--- config.mk ---
export PLATFORM = sky130hd
export DESIGN_NAME = arc4_sched
export DESIGN_NICKNAME = d
export VERILOG_FILES = /design/src/rtl/arc4_pkg.sv /design/src/rtl/arc4_key_sel.sv /design/src/rtl/arc4_sched.sv
export SDC_FILE = /design/constraint.sdc
export NUM_CORES = 1
export LEC_CHECK = 0
export ABC_AREA = 1
export ABC_CLOCK_PERIOD_IN_PS = 4040
export CAP_MARGIN = 20
export CORE_UTILIZATION = 30
export DETAILED_ROUTE_END_ITERATION = 8
export GPL_ROUTABILITY_DRIVEN = 0
export HOLD_SLACK_MARGIN = 0.06
export PLACE_DENSITY = 0.61
export SLEW_MARGIN = 10
export SYNTH_ARGS = -nofsm -noshare
export SYNTH_HDL_FRONTEND = slang
export SYNTH_SLANG_ARGS = --single-unit
--- constraint.sdc ---
create_clock -name clk -period 4.04 [get_ports clk]
set_input_delay 0.808 -clock clk [delete_from_list [all_inputs] [get_ports clk]]
set_output_delay 0.808 -clock clk [all_outputs]
set_load 0.01 [all_outputs]
--- src/rtl/arc4_pkg.sv ---
`default_nettype none
// ============================================================================
// Module   : arc4_pkg
// Brief    : Shared types and constants for the ARC4 key-schedule block.
// Revision : 1.0 - initial release
// ============================================================================
package arc4_pkg;

    typedef enum logic [3:0] {
        ST_IDLE  = 4'd0,
        ST_INIT  = 4'd1,
        ST_RD_I  = 4'd2,
        ST_CAP_I = 4'd3,
        ST_RD_J  = 4'd4,
        ST_CAP_J = 4'd5,
        ST_WR_I  = 4'd6,
        ST_WR_J  = 4'd7,
        ST_DONE  = 4'd8
    } state_e;

    // Cycles spent per i in the key-scheduling loop (RD_I .. WR_J).
    localparam int unsigned C_KSA_CYCLES = 6;

endpackage
`default_nettype wire

--- src/rtl/arc4_key_sel.sv ---
`default_nettype none
// ============================================================================
// Module   : arc4_key_sel
// Brief    : Combinational selection of key byte sel_i (byte 0 = MSB).
// Revision : 1.0 - initial release
// ============================================================================
module arc4_key_sel #(
    parameter int KEY_BYTES = 3,
    parameter int SEL_W     = 2
) (
    input  logic [8*KEY_BYTES-1:0] key_i,
    input  logic [SEL_W-1:0]       sel_i,
    output logic [7:0]             byte_o
);

    always_comb begin
        byte_o = '0;
        for (int k = 0; k < KEY_BYTES; k++) begin
            if (int'(sel_i) == k) begin
                byte_o = key_i[8*(KEY_BYTES-1-k) +: 8];
            end
        end
    end

endmodule
`default_nettype wire

--- src/rtl/arc4_sched.sv ---
`default_nettype none
// ============================================================================
// Module   : arc4_sched
// Brief    : ARC4 key schedule (S init + KSA) driving an external 1-port S-RAM.
// Revision : 1.0 - initial release
// ============================================================================
module arc4_sched
    import arc4_pkg::*;
#(
    parameter int ADDR_W    = 8,
    parameter int KEY_BYTES = 3
) (
    input  logic                           clk,
    input  logic                           rst,
    input  logic                           en,
    output logic                           rdy,
    input  logic [8*KEY_BYTES-1:0]         key,
    input  logic [$clog2(KEY_BYTES+1)-1:0] key_len,
    output logic [ADDR_W-1:0]              addr,
    output logic [7:0]                     wrdata,
    output logic                           wren,
    input  logic [7:0]                     rddata,
    output logic                           done
);

    localparam int KL_W = $clog2(KEY_BYTES+1);
    localparam int KI_W = (KEY_BYTES > 1) ? $clog2(KEY_BYTES) : 1;
    localparam logic [ADDR_W-1:0] C_I_LAST = '1;

    state_e                   state_q, state_d;
    logic [ADDR_W-1:0]        i_q, i_d, j_q, j_d;
    logic [7:0]               si_q, si_d, sj_q, sj_d;
    logic [8*KEY_BYTES-1:0]   key_q, key_d;
    logic [KL_W-1:0]          klen_q, klen_d;
    logic [KI_W-1:0]          kidx_q, kidx_d;

    logic [7:0]               w_kbyte;
    logic [ADDR_W-1:0]        w_jn;
    logic [KL_W-1:0]          w_klen_eff;
    logic                     w_unused_kb;

    arc4_key_sel #(
        .KEY_BYTES (KEY_BYTES),
        .SEL_W     (KI_W)
    ) u_key_sel (
        .key_i  (key_q),
        .sel_i  (kidx_q),
        .byte_o (w_kbyte)
    );

    // Key byte only contributes its low ADDR_W bits to j.
    assign w_unused_kb = ^w_kbyte;
    assign w_jn        = j_q + ADDR_W'(si_q) + ADDR_W'(w_kbyte);
    assign w_klen_eff  = (key_len == '0 || key_len > KL_W'(KEY_BYTES))
                         ? KL_W'(KEY_BYTES) : key_len;

    always_comb begin
        state_d = state_q;
        i_d     = i_q;
        j_d     = j_q;
        si_d    = si_q;
        sj_d    = sj_q;
        key_d   = key_q;
        klen_d  = klen_q;
        kidx_d  = kidx_q;
        rdy     = 1'b0;
        done    = 1'b0;
        wren    = 1'b0;
        addr    = '0;
        wrdata  = '0;

        case (state_q)
            ST_IDLE: rdy = 1'b1;
            ST_INIT: begin
                addr   = i_q;
                wrdata = 8'(i_q);
                wren   = 1'b1;
                i_d    = i_q + ADDR_W'(1);
                if (i_q == C_I_LAST) state_d = ST_RD_I;
            end
            ST_RD_I: begin
                addr    = i_q;
                state_d = ST_CAP_I;
            end
            ST_CAP_I: begin
                si_d    = rddata;
                state_d = ST_RD_J;
            end
            ST_RD_J: begin
                addr    = w_jn;
                j_d     = w_jn;
                state_d = ST_CAP_J;
            end
            ST_CAP_J: begin
                sj_d    = rddata;
                state_d = ST_WR_I;
            end
            ST_WR_I: begin
                addr    = i_q;
                wrdata  = sj_q;
                wren    = 1'b1;
                state_d = ST_WR_J;
            end
            ST_WR_J: begin
                addr   = j_q;
                wrdata = si_q;
                wren   = 1'b1;
                i_d    = i_q + ADDR_W'(1);
                if (KL_W'(kidx_q) == klen_q - KL_W'(1)) kidx_d = '0;
                else                                    kidx_d = kidx_q + KI_W'(1);
                state_d = (i_q == C_I_LAST) ? ST_DONE : ST_RD_I;
            end
            ST_DONE: begin
                rdy     = 1'b1;
                done    = 1'b1;
                state_d = ST_IDLE;
            end
            default: state_d = ST_IDLE;
        endcase

        // Start may be accepted from IDLE or from the DONE cycle.
        if (rdy && en) begin
            key_d   = key;
            klen_d  = w_klen_eff;
            i_d     = '0;
            j_d     = '0;
            kidx_d  = '0;
            state_d = ST_INIT;
        end
    end

    always_ff @(posedge clk) begin
        if (rst) begin
            state_q <= ST_IDLE;
            i_q     <= '0;
            j_q     <= '0;
            si_q    <= '0;
            sj_q    <= '0;
            key_q   <= '0;
            klen_q  <= '0;
            kidx_q  <= '0;
        end else begin
            state_q <= state_d;
            i_q     <= i_d;
            j_q     <= j_d;
            si_q    <= si_d;
            sj_q    <= sj_d;
            key_q   <= key_d;
            klen_q  <= klen_d;
            kidx_q  <= kidx_d;
        end
    end

endmodule
`default_nettype wire

==> implementation parameters <==
Parameter                              Value

Pwr
  Highest ir drop seen on vdd    251.3 µV
  P per Cell Area    372.9 nW/µm²
  Total net switching power    0.4165 mW
  Total design power    1.716 mW
  Int Pwr    1.299 mW
  Leakage power total    1.890 nW
  Part of the power in the clock network    47.7%
  Sequential share of power    39.2%
  Gate power share    13.0%
  Switching Share    24.27%

Setup path
  Maximum single-stage delay on the critical path    610 ps
  Slowest cell on the critical path    sky130_fd_sc_hd__fa_1
  Crit-path max FO    5
  Setup Crit Path Kind    reg2out
  Launching instance or port of the critical path    kidx_q[0]
  Worst R2R Setup Slack    1310 ps
  Data arrival time of the critical path    3140 ps
  Nature of the critical path endpoint    output port
  CP Data Required Time    3230 ps
  Launch instance of the worst register-to-register path    kidx_q[0]
  Reg2Reg Depth    13
  Gate family responsible for the most delay along the worst path    adder cells
  Critical Path Start Type    flop
  Reg2Reg Capture Point    j_q[4]
  CP Cell Sequence    ha_4, inv_2, buf_4, o221ai_1, o21ai_1, fa_1, inv_1, ha_1, a21o_1, nand2_1, nand3_1, nand2_1, nand3_1, o211ai_1, buf_2
  CP Buf/Inv Count    4

Place
  Instance count after placement with tap cells included    678
  DPL Wire Length    7267 µm
  Port Buffer Count    55

Timing
  Transition time at the pin with the least slew margin    849.2 ps
  Number of pins with negative max-slew slack in the final report    0
  Fin Hold WS    449.9 ps
  Final period utilization    97.66%
  Slew HR    43.25%
  Final Critical Period    3945 ps
  Post-Route Setup TNS    0 ps
  Final-report hold violation count    0
  Clock skew    5.339 ps
  RSZ-0062 raised after global routing    true
  Setup-failing EPs final    0
  Achievable frequency    0.2535 GHz

Yosys
  Netlist cell types    33
  Register bit total from synthesis    64
  Cell area after synthesis    3467 µm²
  Syn Inst Count    485
  Synth warnings    0
  Average size of a mapped cell    7.149 µm²
  Synthesized netlist net count    540
  Register area share after synthesis    36.95%

Global routing
  Total GRT Usage    17.39%
  Wire length of the first global-routing pass    15740 µm
  Antenna violations before repair    0
  Aggregate global routing overflow    0
  Vias in the first global route    3282
  Largest net degree at the start of global routing    46

Floorplan
  Die Span Y    109.5 µm
  Die ar.    11990 µm²
  Floorplan die width    109.5 µm
  Num ports    56
  Starting density of the core    31.43%
  Placement Rows    38
  Area of the placeable core    11030 µm²

Clocking
  # clock sinks    64
  Master cell of the clock root buffer    sky130_fd_sc_hd__clkbuf_16
  Clk slew on worst S/H paths    50 ps
  TritonCTS Buffers    9
  H-tree levels    3
  CTS tree    done
  Clock latency at the later pin of the worst-skew pair    330 ps
  CTS max path bufs    2

Detailed routing
  Remaining number of nets flagged by the antenna check after routing    0
  Avg Vias per Cell    4.980
  Count of unresolved DRC violations after routing    0
  Final routed wire length divided by cell count    14.04 µm
  Total detailed-routing wirelength    9788 µm
  Detailed router's first-iteration violation count    186
  First-pass iteration count of the detailed router    5
  Vias after detailed routing    3471

Job
  # Max-Cap Violations    0

Finish
  Combined flip-flop and latch cell area    1282 µm²
  Diode insertion count for antenna repair    0
  Number of nets in the finished design    607
  Area used by multi-input combinational logic    1901 µm²
  Ratio of cells with drive above 1 in the final layout    13.46%
  Syn-to-layout area delta    32.70%
  Final standard cell count with taps included and fillers excluded    697
  Number of inserted filler cells in the final layout    1139

Worst hold path
  Hold path cells    2
  Terminating pin of the worst hold path    key_q[3]
  Path class of the lowest-slack min-delay path    reg2reg
  Hold path startpoint    key_q[3]

Status
  Result of the run    completed
==> layout by cell type, fill, tap and decap left out, drive strengths merged, types with 2 or more instances in the layout <==
cell and n:
nor2 46, inv 72, o21ai 50, nor3 10, nand3 24, clkbuf 16
nand2 102, buf 21, ha 10, a21oi 50, fa 8, dfxtp 64
o211ai 8, xnor2 2, nor3b 3, clkdlybuf4s50 49, nand4 3, o221ai 9
a211oi 2
==> registers in the layout, summed over array words and instances (netlist names) <==
| register | flops |
|---|---|
| i_q | 8 |
| si_q | 8 |
| j_q | 8 |
| klen_q | 2 |
| key_q | 24 |
| kidx_q | 2 |
| sj_q | 8 |
| state_q | 4 |
==> metrics by stage <==
stage,util (%),setup WS (ps),cell area (µm²)
floorplan,-,474.5,3467
global placement,38.32,-22.75,4227
detailed placement,38.32,-92.36,4227
CTS,41.44,5.410,4571
global route,41.71,-19.96,4601
finish,41.71,94.50,4601
==> synth_stat cells <==
cell type	n	area [µm²]
sky130_fd_sc_hd__buf_2	9	45.04
sky130_fd_sc_hd__nand3b_1	1	7.510
sky130_fd_sc_hd__clkbuf_1	6	22.52
sky130_fd_sc_hd__buf_1	1	3.750
sky130_fd_sc_hd__nand4_1	3	18.77
sky130_fd_sc_hd__buf_4	1	7.510
sky130_fd_sc_hd__fa_1	8	160.2
sky130_fd_sc_hd__nor3_1	10	50.05
sky130_fd_sc_hd__nor3b_2	2	25.02
sky130_fd_sc_hd__dfxtp_1	64	1281
sky130_fd_sc_hd__nand3_1	24	120.1
sky130_fd_sc_hd__nor2_4	2	22.52
sky130_fd_sc_hd__nor3b_1	1	7.510
sky130_fd_sc_hd__a31oi_1	1	6.260
sky130_fd_sc_hd__nor2_8	2	40.04
sky130_fd_sc_hd__nor2_1	39	146.4
sky130_fd_sc_hd__nand2_2	2	12.51
sky130_fd_sc_hd__a21oi_1	50	250.2
sky130_fd_sc_hd__o21ai_1	3	15.01
sky130_fd_sc_hd__a21o_1	1	7.510
sky130_fd_sc_hd__o21ai_0	47	235.2
sky130_fd_sc_hd__inv_1	66	247.7
sky130_fd_sc_hd__ha_1	10	125.1
sky130_fd_sc_hd__or2_1	1	6.260
sky130_fd_sc_hd__a22oi_1	1	7.510
sky130_fd_sc_hd__xnor2_1	2	17.52
sky130_fd_sc_hd__nand2_1	99	371.6
sky130_fd_sc_hd__o211ai_1	8	60.06
sky130_fd_sc_hd__a211oi_1	2	15.01
sky130_fd_sc_hd__inv_2	6	22.52
sky130_fd_sc_hd__nand2_4	1	11.26
sky130_fd_sc_hd__o221ai_1	9	78.83
sky130_fd_sc_hd__nor2_2	3	18.77
==> kinds of logic (layout without fill, tap and decap cells) <==
| group | Yosys count | in the layout | synth area share [%] |
|---|---|---|---|
| AND/OR/NAND/NOR | 190 | 190 | 24.76 |
| AO/OA/AOI/OAI | 122 | 122 | 19.49 |
| buffers and inverters | 89 | 161 | 10.07 |
| flip-flops | 64 | 64 | 36.95 |
| adder cells (fa/ha/maj) | 18 | 18 | 8.228 |
| XOR/XNOR | 2 | 2 | 0.5053 |
==> metal layers <==
metal | global-route usage, % | vias up | routed length [µm]
met1 | 20.55 | 1645 | 4339
li1 | - | 1727 | -
met4 | 8.476 | 0 | 245
met2 | 29.60 | 79 | 4784
met5 | 0 | - | 0
met3 | 3.972 | 20 | 419
==> what timing repair did <==
action / in CTS / in global routing
endpoints found under the hold margin: 0 / 0
hold buffers: 0 / 0
cloned: 0 / 1
pin swaps: 3 / 1
setup buffers: 0 / 2
endpoints found under the setup margin: 6 / 6
resized for setup: 32 / 18
==> worst reg2reg max path: stages, from the launching register on <==
cell,delay [ps]
sky130_fd_sc_hd__dfxtp_2,380
sky130_fd_sc_hd__ha_4,160
sky130_fd_sc_hd__inv_2,50
sky130_fd_sc_hd__buf_4,150
sky130_fd_sc_hd__o221ai_1,200
sky130_fd_sc_hd__o21ai_1,140
sky130_fd_sc_hd__fa_1,610
sky130_fd_sc_hd__inv_1,70
sky130_fd_sc_hd__ha_1,310
sky130_fd_sc_hd__nand2_1,70
sky130_fd_sc_hd__nor2_1,50
sky130_fd_sc_hd__nor3_1,150
sky130_fd_sc_hd__nand3b_1,170
sky130_fd_sc_hd__a21oi_1,80
==> worst max path at each step <==
stage / to / slack [ps] / depth (start not counted)
finish: addr[6] / 90 / 15
CTS: addr[7] / 5 / 19
floorplan: addr[7] / 470 / 17
detailed placement: addr[7] / -90 / 18
global placement: addr[7] / -20 / 18
global route: addr[7] / -20 / 17
==> final cells by class <==
class / instances / area share, %
multi-input cells: 332 / 41.31
well taps: 140 / 3.807
inverters: 72 / 5.874
repair inverters: 1 / 0.1088
clock inverters: 2 / 0.7615
flip-flops and latches: 64 / 27.88
clock buffers: 14 / 6.174
repair buffers: 72 / 14.09
==> power groups by stage <==
stage | Combinational (mW) | Clock, mW | Sequential (mW)
after detailed placement | 0.216 | 0 | 0.686
after CTS | 0.222 | 0.829 | 0.673
after floorplan | 0.130 | 0 | 0.683
after global placement | 0.213 | 0 | 0.686
final | 0.224 | 0.819 | 0.673
after global routing | 0.248 | 0.857 | 0.676
Note: power is estimated with default switching activity, not from simulation.
